$ cat config.mk
export PLATFORM = sky130hd
export DESIGN_NAME = ifetch
export DESIGN_NICKNAME = d
export VERILOG_FILES = /design/src/rtl/ifetch.sv
export SDC_FILE = /design/constraint.sdc
export NUM_CORES = 1
export LEC_CHECK = 0
export ABC_AREA = 1
export BUFFER_PORTS_ARGS = -buffer_cell sky130_fd_sc_hd__buf_4
export CAP_MARGIN = 20
export CORE_ASPECT_RATIO = 1.4
export CORE_MARGIN = 3
export CORE_UTILIZATION = 50
export CTS_BUF_LIST = sky130_fd_sc_hd__clkbuf_8
export CTS_CLUSTER_DIAMETER = 30
export DETAILED_ROUTE_END_ITERATION = 8
export PLACE_DENSITY = 0.82
export SLEW_MARGIN = 0
export SYNTH_ARGS = -nofsm -noshare
export SYNTH_HDL_FRONTEND = slang
export SYNTH_SLANG_ARGS = --single-unit
$ cat constraint.sdc
create_clock -name clk -period 1.68 [get_ports clk]
set_input_delay 0.168 -clock clk [delete_from_list [all_inputs] [get_ports clk]]
set_output_delay 0.168 -clock clk [all_outputs]
set_load 0.05 [all_outputs]
$ cat src/rtl/ifetch.sv
// ifetch: instruction fetch controller.
// Owns the program counter and reads instruction memory through a req/ack
// handshake. Each fetched word is presented on ir_d together with a
// one-cycle en_ir strobe, which drives the instruction register directly.
//
// Parameters:
//   AW      - program counter / memory address width
//   DW      - instruction width (matches the instruction register)
//   RST_PC  - program counter value after reset
//   TIMEOUT - max cycles mem_req waits for mem_ack (0 = wait forever)
//
// Ports:
//   clk, rst       - clock, asynchronous active-low reset
//   fetch_go       - start a fetch (sampled in IDLE only)
//   pc_load        - load pc from pc_load_val (IDLE only)
//   pc_load_val    - branch/jump target
//   mem_req        - read request, high in REQ
//   mem_addr       - read address, always equal to pc
//   mem_ack        - memory response, mem_rdata valid while high
//   mem_rdata      - instruction word from memory
//   ir_d           - registered instruction word
//   en_ir          - one-cycle load strobe for the instruction register
//   pc             - address of the next instruction to fetch
//   busy           - high in REQ and LOAD
//   fetch_err      - one-cycle pulse after a timed-out fetch
module ifetch #(
  parameter int unsigned    AW      = 16,
  parameter int unsigned    DW      = 16,
  parameter logic [AW-1:0]  RST_PC  = '0,
  parameter int unsigned    TIMEOUT = 15
) (
  input  logic          clk,
  input  logic          rst,
  input  logic          fetch_go,
  input  logic          pc_load,
  input  logic [AW-1:0] pc_load_val,
  output logic          mem_req,
  output logic [AW-1:0] mem_addr,
  input  logic          mem_ack,
  input  logic [DW-1:0] mem_rdata,
  output logic [DW-1:0] ir_d,
  output logic          en_ir,
  output logic [AW-1:0] pc,
  output logic          busy,
  output logic          fetch_err
);

  // Counter only needs to reach TIMEOUT-1.
  localparam int unsigned CW = (TIMEOUT > 2) ? $clog2(TIMEOUT) : 1;
  localparam logic [CW-1:0] LAST = CW'((TIMEOUT == 0) ? 0 : TIMEOUT - 1);

  typedef enum logic [1:0] {
    S_IDLE,
    S_REQ,
    S_LOAD
  } state_t;

  state_t        r_state, w_state_nxt;
  logic [AW-1:0] r_pc,    w_pc_nxt;
  logic [DW-1:0] r_ir,    w_ir_nxt;
  logic [CW-1:0] r_cnt,   w_cnt_nxt;
  logic          r_err,   w_err_nxt;

  always_ff @(posedge clk or negedge rst) begin
    if (!rst) begin
      r_state <= S_IDLE;
      r_pc    <= RST_PC;
      r_ir    <= '0;
      r_cnt   <= '0;
      r_err   <= 1'b0;
    end else begin
      r_state <= w_state_nxt;
      r_pc    <= w_pc_nxt;
      r_ir    <= w_ir_nxt;
      r_cnt   <= w_cnt_nxt;
      r_err   <= w_err_nxt;
    end
  end

  always_comb begin
    w_state_nxt = r_state;
    w_pc_nxt    = r_pc;
    w_ir_nxt    = r_ir;
    w_cnt_nxt   = r_cnt;
    w_err_nxt   = 1'b0;
    case (r_state)
      S_IDLE: begin
        // A simultaneous load and go fetches from the loaded address,
        // since REQ presents the updated r_pc.
        if (pc_load) w_pc_nxt = pc_load_val;
        if (fetch_go) begin
          w_state_nxt = S_REQ;
          w_cnt_nxt   = '0;
        end
      end
      S_REQ: begin
        // Ack takes priority over timeout on the final waiting edge.
        if (mem_ack) begin
          w_ir_nxt    = mem_rdata;
          w_state_nxt = S_LOAD;
        end else if ((TIMEOUT != 0) && (r_cnt == LAST)) begin
          w_state_nxt = S_IDLE;
          w_err_nxt   = 1'b1;
        end else begin
          w_cnt_nxt = r_cnt + CW'(1);
        end
      end
      S_LOAD: begin
        w_pc_nxt    = r_pc + AW'(1);
        w_state_nxt = S_IDLE;
      end
      default: w_state_nxt = S_IDLE;
    endcase
  end

  assign mem_req   = (r_state == S_REQ);
  assign busy      = (r_state != S_IDLE);
  assign en_ir     = (r_state == S_LOAD);
  assign mem_addr  = r_pc;
  assign pc        = r_pc;
  assign ir_d      = r_ir;
  assign fetch_err = r_err;

endmodule

==> flow_metrics.env, run 1 <==
export IMPL_final_cell_mix="104 x nand2_1, 88 x buf_4, 37 x dfrtp_1"
export IMPL_fp_dieW_um=62.31
export IMPL_ir_drop_mv=1.124
export IMPL_hold_end="fetch_err"
export IMPL_h_tree_depth=2
export IMPL_ys_ff_latch=39
export IMPL_synth_area_um2=2220
export IMPL_gp_congestion=0.9219
export IMPL_rsz0062_at_grt="false"
export IMPL_rrSetupSlack_ns=0.19
export IMPL_start_kind="flop"
export IMPL_whs_path_depth=2
export IMPL_grt_antenna_before_repair=0
export IMPL_finalClockSkew_ns=0.003853
export IMPL_setup_viol=0
export IMPL_outcome="completed"
export IMPL_routed_wl_mm=5.105
export IMPL_worstPathMaxFanout=21
export IMPL_worst_pin_slew_ns=0.4979
export IMPL_cts_clk_slew_worst_paths_ns=0.07
export IMPL_hold_class="input port to flop"
export IMPL_core_area_um2=4239
export IMPL_port_buffers=88
export IMPL_worstSetupPathType="flop to output port"
export IMPL_worstRegToRegCells=6
export IMPL_max_freq_mhz=656.9
export IMPL_cts_buffer_depth=2
export IMPL_period_needed_ns=1.522
export IMPL_worst_slew_margin_rel_pct=66.80
export IMPL_fillers=359
export IMPL_grt_ovfl_total=0
export IMPL_cts_setup_buffers=0
export IMPL_syn_to_final_growth_pct=29.88
export IMPL_finalSetupTns_ns=0
export IMPL_dpl_hpwl_mm=3.930
export IMPL_worstPathRequired_ns=1.51
export IMPL_vias=2099
export IMPL_yosysTopAreaCell="dfrtp_1"
export IMPL_tritoncts="yes"
export IMPL_yosysWarnings=0
export IMPL_postRouteAntennaNets=0
export IMPL_synthCells=290
export IMPL_die_area_um2=5286
export IMPL_route_detailed_drc=0
export IMPL_grt_pass1_wl_mm=8.838
export IMPL_synth_cell_type_count=26
export IMPL_final_nets=405
export IMPL_timing_final_crit_share_pct=90.62
export IMPL_die_h_um=84.84
export IMPL_drive_gt1_share_pct=30.87
export IMPL_grt_util_all_layers_pct=20.54
export IMPL_ios=89
export IMPL_layout_commonest_cell="nand2_1"
export IMPL_rows=28
export IMPL_seq_area_frac_synth_pct=43.97
export IMPL_worstHoldStart="mem_ack"
export IMPL_cts_root_buffer="clkbuf_8"
export IMPL_initial_core_util_pct=52.36
export IMPL_synth_area_leaders="dfrtp_1 44%, nand2_1 18%, nor2_1 5.6%, buf_4 5.4%, nand3_1 5.0%"
export IMPL_synth_nets=330
export IMPL_grt_max_degree=40
export IMPL_avgSynthCellArea_um2=7.654
export IMPL_final_util_pct=68.00
export IMPL_p_leak_nw=1.520
export IMPL_r2r_start="mem_addr[1]"
export IMPL_vias_per_cell=4.927
export IMPL_drt_iter0_markers=139
export IMPL_multiInputGateArea_um2=970.9
export IMPL_crit_start="r_state[0]"
export IMPL_cts_sinks=39
export IMPL_end_kind="output port"
export IMPL_finalMaxSlewViolations=0
export IMPL_synth_top_area_share_pct=43.97
export IMPL_finalHoldViolCount=0
export IMPL_regArea_um2=978.4
export IMPL_post_drt_wl_per_cell_um=11.98
export IMPL_cap_violations=0
export IMPL_diodes=0
export IMPL_firstDrtPassIters=4
export IMPL_grt_pass1_vias=1970
export IMPL_worstPathArrival_ns=1.35
export IMPL_r2r_end="mem_addr[6]"
export IMPL_worstSkewPairLatency_ns=0.28
export IMPL_power_density_nw_per_um2=2305
export IMPL_cts_buffers=5
through the flow:
stage	hold slack, ns	instances	total power, mW	setup slack [ns]	cell area (µm²)
after CTS	0.03635	426	6.681	0.02618	2880
after global placement	0.1705	417	5.994	0.2456	2781
final	0.04102	426	6.643	0.1576	2883
after floorplan	-0.1276	290	5.024	0.1303	2222
after global routing	0.03710	426	7.022	0.01366	2883
after detailed placement	0.1726	417	6.048	0.2318	2781
state kept, by name (all words and copies together), names as in the netlist:
signal and flops:
r_state 2, ir_d 16, mem_addr 16, fetch_err 1, r_cnt 4
synth_stat cells:
cell,n
a211oi_1,2
a21boi_2,1
a21oi_1,4
a22oi_1,1
buf_4,16
buf_6,5
dfrtp_1,39
ha_1,3
inv_1,20
inv_2,4
inv_4,1
nand2_1,104
nand2_2,1
nand2_4,2
nand3_1,22
nand3_4,1
nand4_1,3
nor2_1,33
nor2_2,1
nor2_4,2
nor2_8,1
nor3_1,3
nor3_4,1
o211ai_1,2
o21ai_0,16
o31ai_1,2
report_power, final:
group	internal [mW]	switching [mW]
registers	1.36	0.457
clock network	0.289	0.336
logic	1.15	3.06
total	2.79	3.85
per-layer routing:
metal	track usage (%)	wire [µm]	vias up
li1	-	-	1052
met1	22.64	1973	946
met2	37.55	2575	89
met3	5.960	437	12
met4	7.229	119	0
met5	0	0	-
timing repair:
item / in CTS / in global routing
hold endpoints to repair: 39 / 0
resized for setup: 0 / 2
hold buffers: 1 / 0
setup endpoints to repair: 0 / 1
kinds of logic (layout without fill, tap and decap cells):
| kind of cell | count (synthesis) | in the layout | share of synthesized area, % |
|---|---|---|---|
| simple gates | 174 | 174 | 34.67 |
| flops | 39 | 39 | 43.97 |
| fa+ha+maj | 3 | 3 | 1.691 |
| buf+inv | 46 | 122 | 12.29 |
| compound gates | 28 | 28 | 7.384 |
worst max-delay path, stage by stage (launching register included):
cell and delay (ns):
dfrtp_1 0.39, inv_2 0.11, nand2_4 0.11, inv_4 0.21
buf_4 0.24
layout make-up:
type                       count  share of cell area (%)
timing repair buffer          89                   23.26
multi-input combinational    205                   33.68
tap                           60                   2.604
sequential                    39                   33.94
inverter                      25                   3.429
clock inverter                 3                  0.6944
clock buffer                   5                   2.387
worst max path at each step:
stage | endpoint | depth (start not counted)
2_1_floorplan | mem_addr[6] | 6
3_3_place_gp | mem_addr[8] | 7
3_5_place_dp | mem_addr[8] | 7
4_1_cts | en_ir | 4
5_1_grt | mem_addr[6] | 6
6_report | en_ir | 4
(Power assumes the default switching activity.)
==> inputs of run 2 (changes only) <==
--- a/config.mk
+++ b/config.mk
@@ -15,7 +15,8 @@
 export CTS_CLUSTER_DIAMETER = 30
 export DETAILED_ROUTE_END_ITERATION = 8
 export PLACE_DENSITY = 0.82
-export SLEW_MARGIN = 0
+export REMOVE_ABC_BUFFERS = 1
+export SLEW_MARGIN = 20
 export SYNTH_ARGS = -nofsm -noshare
 export SYNTH_HDL_FRONTEND = slang
 export SYNTH_SLANG_ARGS = --single-unit
==> run 2 against run 1 <==
Net effect: final cell count is the same; via count is 0.71% higher; combinational power about the same; wire length is 5.0% higher; core utilization is 0.059 points lower; design area barely moved; critical path depth did not move; fmax is 1.5% lower; count of clock-buffer cells in the layout unchanged; highest routed layer unchanged; clock power grew 3.7%; first-iteration DRC count shrank 18%.
==> flow_metrics.env, run 2 (same netlist as run 1, synthesis figures left out) <==
export IMPL_outcome="completed"
export IMPL_worstPathRequired_ns=1.51
export IMPL_die_area_um2=5286
export IMPL_final_area_um2=2880
export IMPL_hold_end="fetch_err"
export IMPL_h_tree_depth=2
export IMPL_end_kind="output port"
export IMPL_die_h_um=84.84
export IMPL_rsz0062_at_grt="false"
export IMPL_vias=2114
export IMPL_grt_max_degree=40
export IMPL_r2r_end="mem_addr[14]"
export IMPL_worst_slew_margin_rel_pct=67.26
export IMPL_finalClockSkew_ns=0.005347
export IMPL_placed_area_um2=2779
export IMPL_cts_buffer_depth=2
export IMPL_period_needed_ns=1.546
export IMPL_core_area_um2=4239
export IMPL_worstRegToRegCells=6
export IMPL_rows=28
export IMPL_vias_per_cell=4.962
export IMPL_firstDrtPassIters=4
export IMPL_worstSetupPathType="flop to output port"
export IMPL_swShare_pct=58.19
export IMPL_routed_wl_mm=5.361
export IMPL_layout_commonest_cell="nand2_1"
export IMPL_grt_ovfl_total=0
export IMPL_final_util_pct=67.95
export IMPL_initial_core_util_pct=52.36
export IMPL_p_leak_nw=1.522
export IMPL_route_detailed_drc=0
export IMPL_cts_root_buffer="clkbuf_8"
export IMPL_fp_dieW_um=62.31
export IMPL_path_cells="inv_2 > nand2_4 > inv_4 > buf_4"
export IMPL_grt_pass1_wl_mm=9.252
export IMPL_setup_viol=0
export IMPL_crit_path_max_incr_delay_ns=0.39
export IMPL_worstPathArrival_ns=1.38
export IMPL_cts_buffers=5
export IMPL_whs_path_depth=2
export IMPL_postRouteAntennaNets=0
export IMPL_final_nets=405
export IMPL_drive_gt1_share_pct=30.33
export IMPL_grt_pass1_vias=2070
export IMPL_cts_clk_slew_worst_paths_ns=0.08
export IMPL_finalHoldViolCount=0
export IMPL_tritoncts="yes"
export IMPL_r2r_start="mem_addr[1]"
export IMPL_diodes=0
export IMPL_worstHoldStart="mem_ack"
export IMPL_worstPathMaxFanout=21
export IMPL_finalPower_mw=6.667
export IMPL_rrSetupSlack_ns=0.14
export IMPL_start_kind="flop"
export IMPL_dpl_hpwl_mm=4.116
export IMPL_syn_to_final_growth_pct=29.76
export IMPL_post_drt_wl_per_cell_um=12.58
export IMPL_final_cell_mix="104 x nand2_1, 88 x buf_4, 39 x dfrtp_1"
export IMPL_cap_violations=0
export IMPL_critPathSlowestCell="dfrtp_1"
export IMPL_port_buffers=88
export IMPL_ios=89
export IMPL_p_comb_share_pct=63.1
export IMPL_grt_antenna_before_repair=0
export IMPL_cts_sinks=39
export IMPL_timing_final_crit_share_pct=92.00
export IMPL_internal_power_mw=2.787
export IMPL_clkPwrFrac_pct=9.7
export IMPL_grt_util_all_layers_pct=21.74
export IMPL_finalMaxSlewViolations=0
export IMPL_worstSkewPairLatency_ns=0.30
export IMPL_drt_iter0_markers=114
export IMPL_worst_pin_slew_ns=0.4911
export IMPL_sequentialPowerShare_pct=27.2
export IMPL_gp_congestion=0.8889
export IMPL_power_density_nw_per_um2=2315
export IMPL_path_buf_inv=3
export IMPL_ir_drop_mv=1.283
export IMPL_cts_setup_buffers=0
export IMPL_hold_class="input port to flop"
export IMPL_switching_power_mw=3.880
export IMPL_max_freq_mhz=647.0
export IMPL_crit_family="buffers and inverters"
run 2: cell counts in the layout (fill, tap and decap cells not counted):
Identical to the previous run, type by type.
run 2: worst reg2reg max path: stages, from the launching register on:
cell	delay [ns]
dfrtp_1	0.42
ha_1	0.22
nand2_1	0.10
nor3_1	0.40
nand4_1	0.14
nand3_1	0.11
nand2_1	0.05
run 2: worst max-delay path by stage:
| stage | startpoint | to | slack, ns | cells after the start |
|---|---|---|---|---|
| floorplan | mem_addr[1] | mem_addr[6] | -0.41 | 6 |
| global placement | mem_addr[1] | mem_addr[14] | 0.20 | 6 |
| detailed placement | mem_addr[1] | mem_addr[14] | 0.14 | 6 |
| CTS | r_state[0] | en_ir | 0.005 | 4 |
| global route | mem_addr[1] | mem_addr[6] | 0.003 | 6 |
| finish | r_state[0] | en_ir | 0.13 | 4 |
run 2: per-layer routing:
layer,up-vias,routed length [µm],part of all wire [%],GRT usage [%]
li1,1055,-,-,-
met3,13,430,8.0,6.490
met2,83,2795,52,40.69
met1,963,2025,38,23.27
met5,-,0,0,0
met4,0,110,2.1,7.028
run 2: metrics by stage:
stage                     std cells  setup TNS, ns  worst slack (ns)  hold slack [ns]
final                           426              0            0.1344          0.03295
after global routing            426              0          0.003249          0.02845
after global placement          417              0            0.2034           0.1685
after floorplan                 269         -3.142           -0.4127          -0.1276
after detailed placement        417              0            0.1362           0.1664
after CTS                       426              0          0.004916          0.03157
run 2: area by class of cell:
class,instances,area [µm²]
Timing Repair Buffer,89,670.6
Clock buffer,5,68.82
Sequential cell,39,975.9
Fill cell,368,1359
Tap cell,60,75.07
Inverter,25,98.84
Multi-Input combinational cell,205,970.9
Clock inverter,3,20.02
run 2: power by group through the flow:
stage | clock network [mW] | logic, mW | registers [mW]
global placement | 0 | 4.17 | 1.81
global route | 0.699 | 4.45 | 1.89
CTS | 0.660 | 4.23 | 1.81
floorplan | 0 | 0.952 | 3.74
finish | 0.648 | 4.20 | 1.81
detailed placement | 0 | 4.22 | 1.82
run 2: repair_timing:
action / in CTS / in global routing
resized for setup: 0 / 2
endpoints found under the setup margin: 0 / 2
hold endpoints to repair: 39 / 0
hold buffers: 1 / 0
==> inputs of run 3 (changes only) <==
--- a/config.mk
+++ b/config.mk
@@ -10,11 +10,10 @@
 export CAP_MARGIN = 20
 export CORE_ASPECT_RATIO = 1.4
 export CORE_MARGIN = 3
-export CORE_UTILIZATION = 50
+export CORE_UTILIZATION = 35
 export CTS_BUF_LIST = sky130_fd_sc_hd__clkbuf_8
 export CTS_CLUSTER_DIAMETER = 30
 export DETAILED_ROUTE_END_ITERATION = 8
-export PLACE_DENSITY = 0.82
 export REMOVE_ABC_BUFFERS = 1
 export SLEW_MARGIN = 20
 export SYNTH_ARGS = -nofsm -noshare
==> run 3 against run 2 <==
Net effect: sequential cell count unchanged; setup slack better by 0.0049 ns; via count fell by 1.1%; clock skew is 0.0016 ns higher; register-to-register slack better by 0.04 ns; first-iteration DRC count down 3.5%; hold slack improved by 0.0066 ns; global-route usage shrank 6.0 points; design area up 1.8%; die area grew 39%; non-clock buffer count rose by 4; largest power group unchanged.
==> flow_metrics.env, run 3 (same netlist as run 1, synthesis figures left out) <==
export IMPL_h_tree_depth=2
export IMPL_ios=89
export IMPL_drt_iter0_markers=110
export IMPL_syn_to_final_growth_pct=32.07
export IMPL_setup_viol=0
export IMPL_die_h_um=100.2
export IMPL_path_cells="inv_2 > nand2_4 > inv_4 > buf_4"
export IMPL_dpl_hpwl_mm=4.360
export IMPL_cts_clk_slew_worst_paths_ns=0.08
export IMPL_top_layer_used="met4"
export IMPL_worstPathArrival_ns=1.37
export IMPL_drive_gt1_share_pct=31.35
export IMPL_layout_commonest_cell="nand2_1"
export IMPL_whs_path_depth=2
export IMPL_cts_buffers=5
export IMPL_dp_worst_setup_slack_ns=0.1973
export IMPL_gp_congestion=0.8663
export IMPL_crit_path_max_incr_delay_ns=0.39
export IMPL_finalPower_mw=6.767
export IMPL_fin_ws_ns=0.1393
export IMPL_grt_pass1_vias=2011
export IMPL_finalClockSkew_ns=0.006931
export IMPL_cap_violations=0
export IMPL_max_freq_mhz=649.0
export IMPL_critPathSlowestCell="dfrtp_1"
export IMPL_port_buffers=88
export IMPL_dp_cells=429
export IMPL_final_cell_mix="104 x nand2_1, 92 x buf_4, 39 x dfrtp_1"
export IMPL_finalMaxSlewViolations=0
export IMPL_die_area_um2=7347
export IMPL_end_kind="output port"
export IMPL_post_drt_wl_per_cell_um=13.06
export IMPL_instances_no_fill=440
export IMPL_met1_length_mm=2.323
export IMPL_worst_pin_slew_ns=0.5076
export IMPL_worst_slew_margin_rel_pct=66.16
export IMPL_route_detailed_drc=0
export IMPL_grt_antenna_before_repair=0
export IMPL_wl_met2_mm=2.851
export IMPL_worstPathMaxFanout=21
export IMPL_rrSetupSlack_ns=0.18
export IMPL_period_needed_ns=1.541
export IMPL_finalSetupTns_ns=0
export IMPL_power_density_nw_per_um2=2308
export IMPL_vias_per_cell=4.752
export IMPL_final_util_pct=48.97
export IMPL_grt_util_all_layers_pct=15.77
export IMPL_postRouteAntennaNets=0
export IMPL_timing_final_crit_share_pct=91.71
export IMPL_grt_pass1_wl_mm=9.218
export IMPL_worstRegToRegCells=8
export IMPL_firstDrtPassIters=4
export IMPL_worstSkewPairLatency_ns=0.29
export IMPL_cts_sinks=39
export IMPL_rows=33
export IMPL_cts_buffer_depth=2
export IMPL_rsz0062_at_grt="false"
export IMPL_path_buf_inv=3
export IMPL_wl_met3_um=509
export IMPL_hold_class="input port to flop"
export IMPL_worstPathRequired_ns=1.51
export IMPL_tritoncts="yes"
export IMPL_final_nets=409
export IMPL_grt_ovfl_total=0
export IMPL_regArea_um2=975.9
export IMPL_routed_wl_mm=5.745
export IMPL_worstSetupPathType="flop to output port"
export IMPL_initial_core_util_pct=37.07
export IMPL_crit_family="buffers and inverters"
export IMPL_outcome="completed"
export IMPL_ir_drop_mv=1.179
export IMPL_finalHoldViolCount=0
export IMPL_diodes=0
export IMPL_multiInputGateArea_um2=975.9
export IMPL_grt_max_degree=40
export IMPL_cp_depth=4
export IMPL_fp_dieW_um=73.31
export IMPL_p_leak_nw=1.544
export IMPL_core_area_um2=5987
export IMPL_cts_root_buffer="clkbuf_8"
export IMPL_start_kind="flop"
export IMPL_vias=2091
export IMPL_fillers=595
## run 3: path summary, 6_finish.rpt
kind,end,from
max,en_ir,r_state[0]
min,fetch_err,mem_ack
max reg2reg,mem_addr[10],mem_addr[0]
min reg2reg,ir_d[7],ir_d[7]
max in group asynchronous,mem_addr[3],rst
min in group asynchronous,mem_addr[11],rst
## run 3: through the flow
| step | cell area (µm²) | hold slack, ns |
|---|---|---|
| after floorplan | 2043 | -0.1276 |
| after global placement | 2806 | 0.1779 |
| after detailed placement | 2806 | 0.1783 |
| after CTS | 2909 | 0.03202 |
| after global routing | 2932 | 0.04139 |
| final | 2932 | 0.03960 |
## run 3: final cells by class
cell class	count	area share (%)
sequential	39	33.29
multi-input combinational	205	33.29
timing repair buffer	93	23.90
inverter	25	3.372
tap	70	2.988
clock buffer	5	2.347
clock inverter	3	0.8109
## run 3: repair_timing
item                                    CTS  global route
resized for setup                         0             3
buffers inserted                          0             2
endpoints found under the setup margin    0             3
endpoints found under the hold margin    39             0
hold buffers                              1             0
## run 3: per-layer routing
metal  up-vias  global-route usage, %
met2        90                  27.22
met1       936                  19.41
met3         6                  3.808
met5         -                      0
met4         0                  4.184
li1       1059                      -
## run 3: worst register-to-register path: stages (launching register included)
cell and delay [ns]:
dfrtp_1 0.42, ha_1 0.21, nand2_1 0.11, nor2_2 0.20
nand2_1 0.11, o21ai_0 0.16, nand3_1 0.08, nand2_1 0.06
nand2_1 0.04
## run 3: power by group
part | internal, mW | switching (mW)
clock network | 0.297 | 0.360
registers | 1.35 | 0.457
logic | 1.19 | 3.11
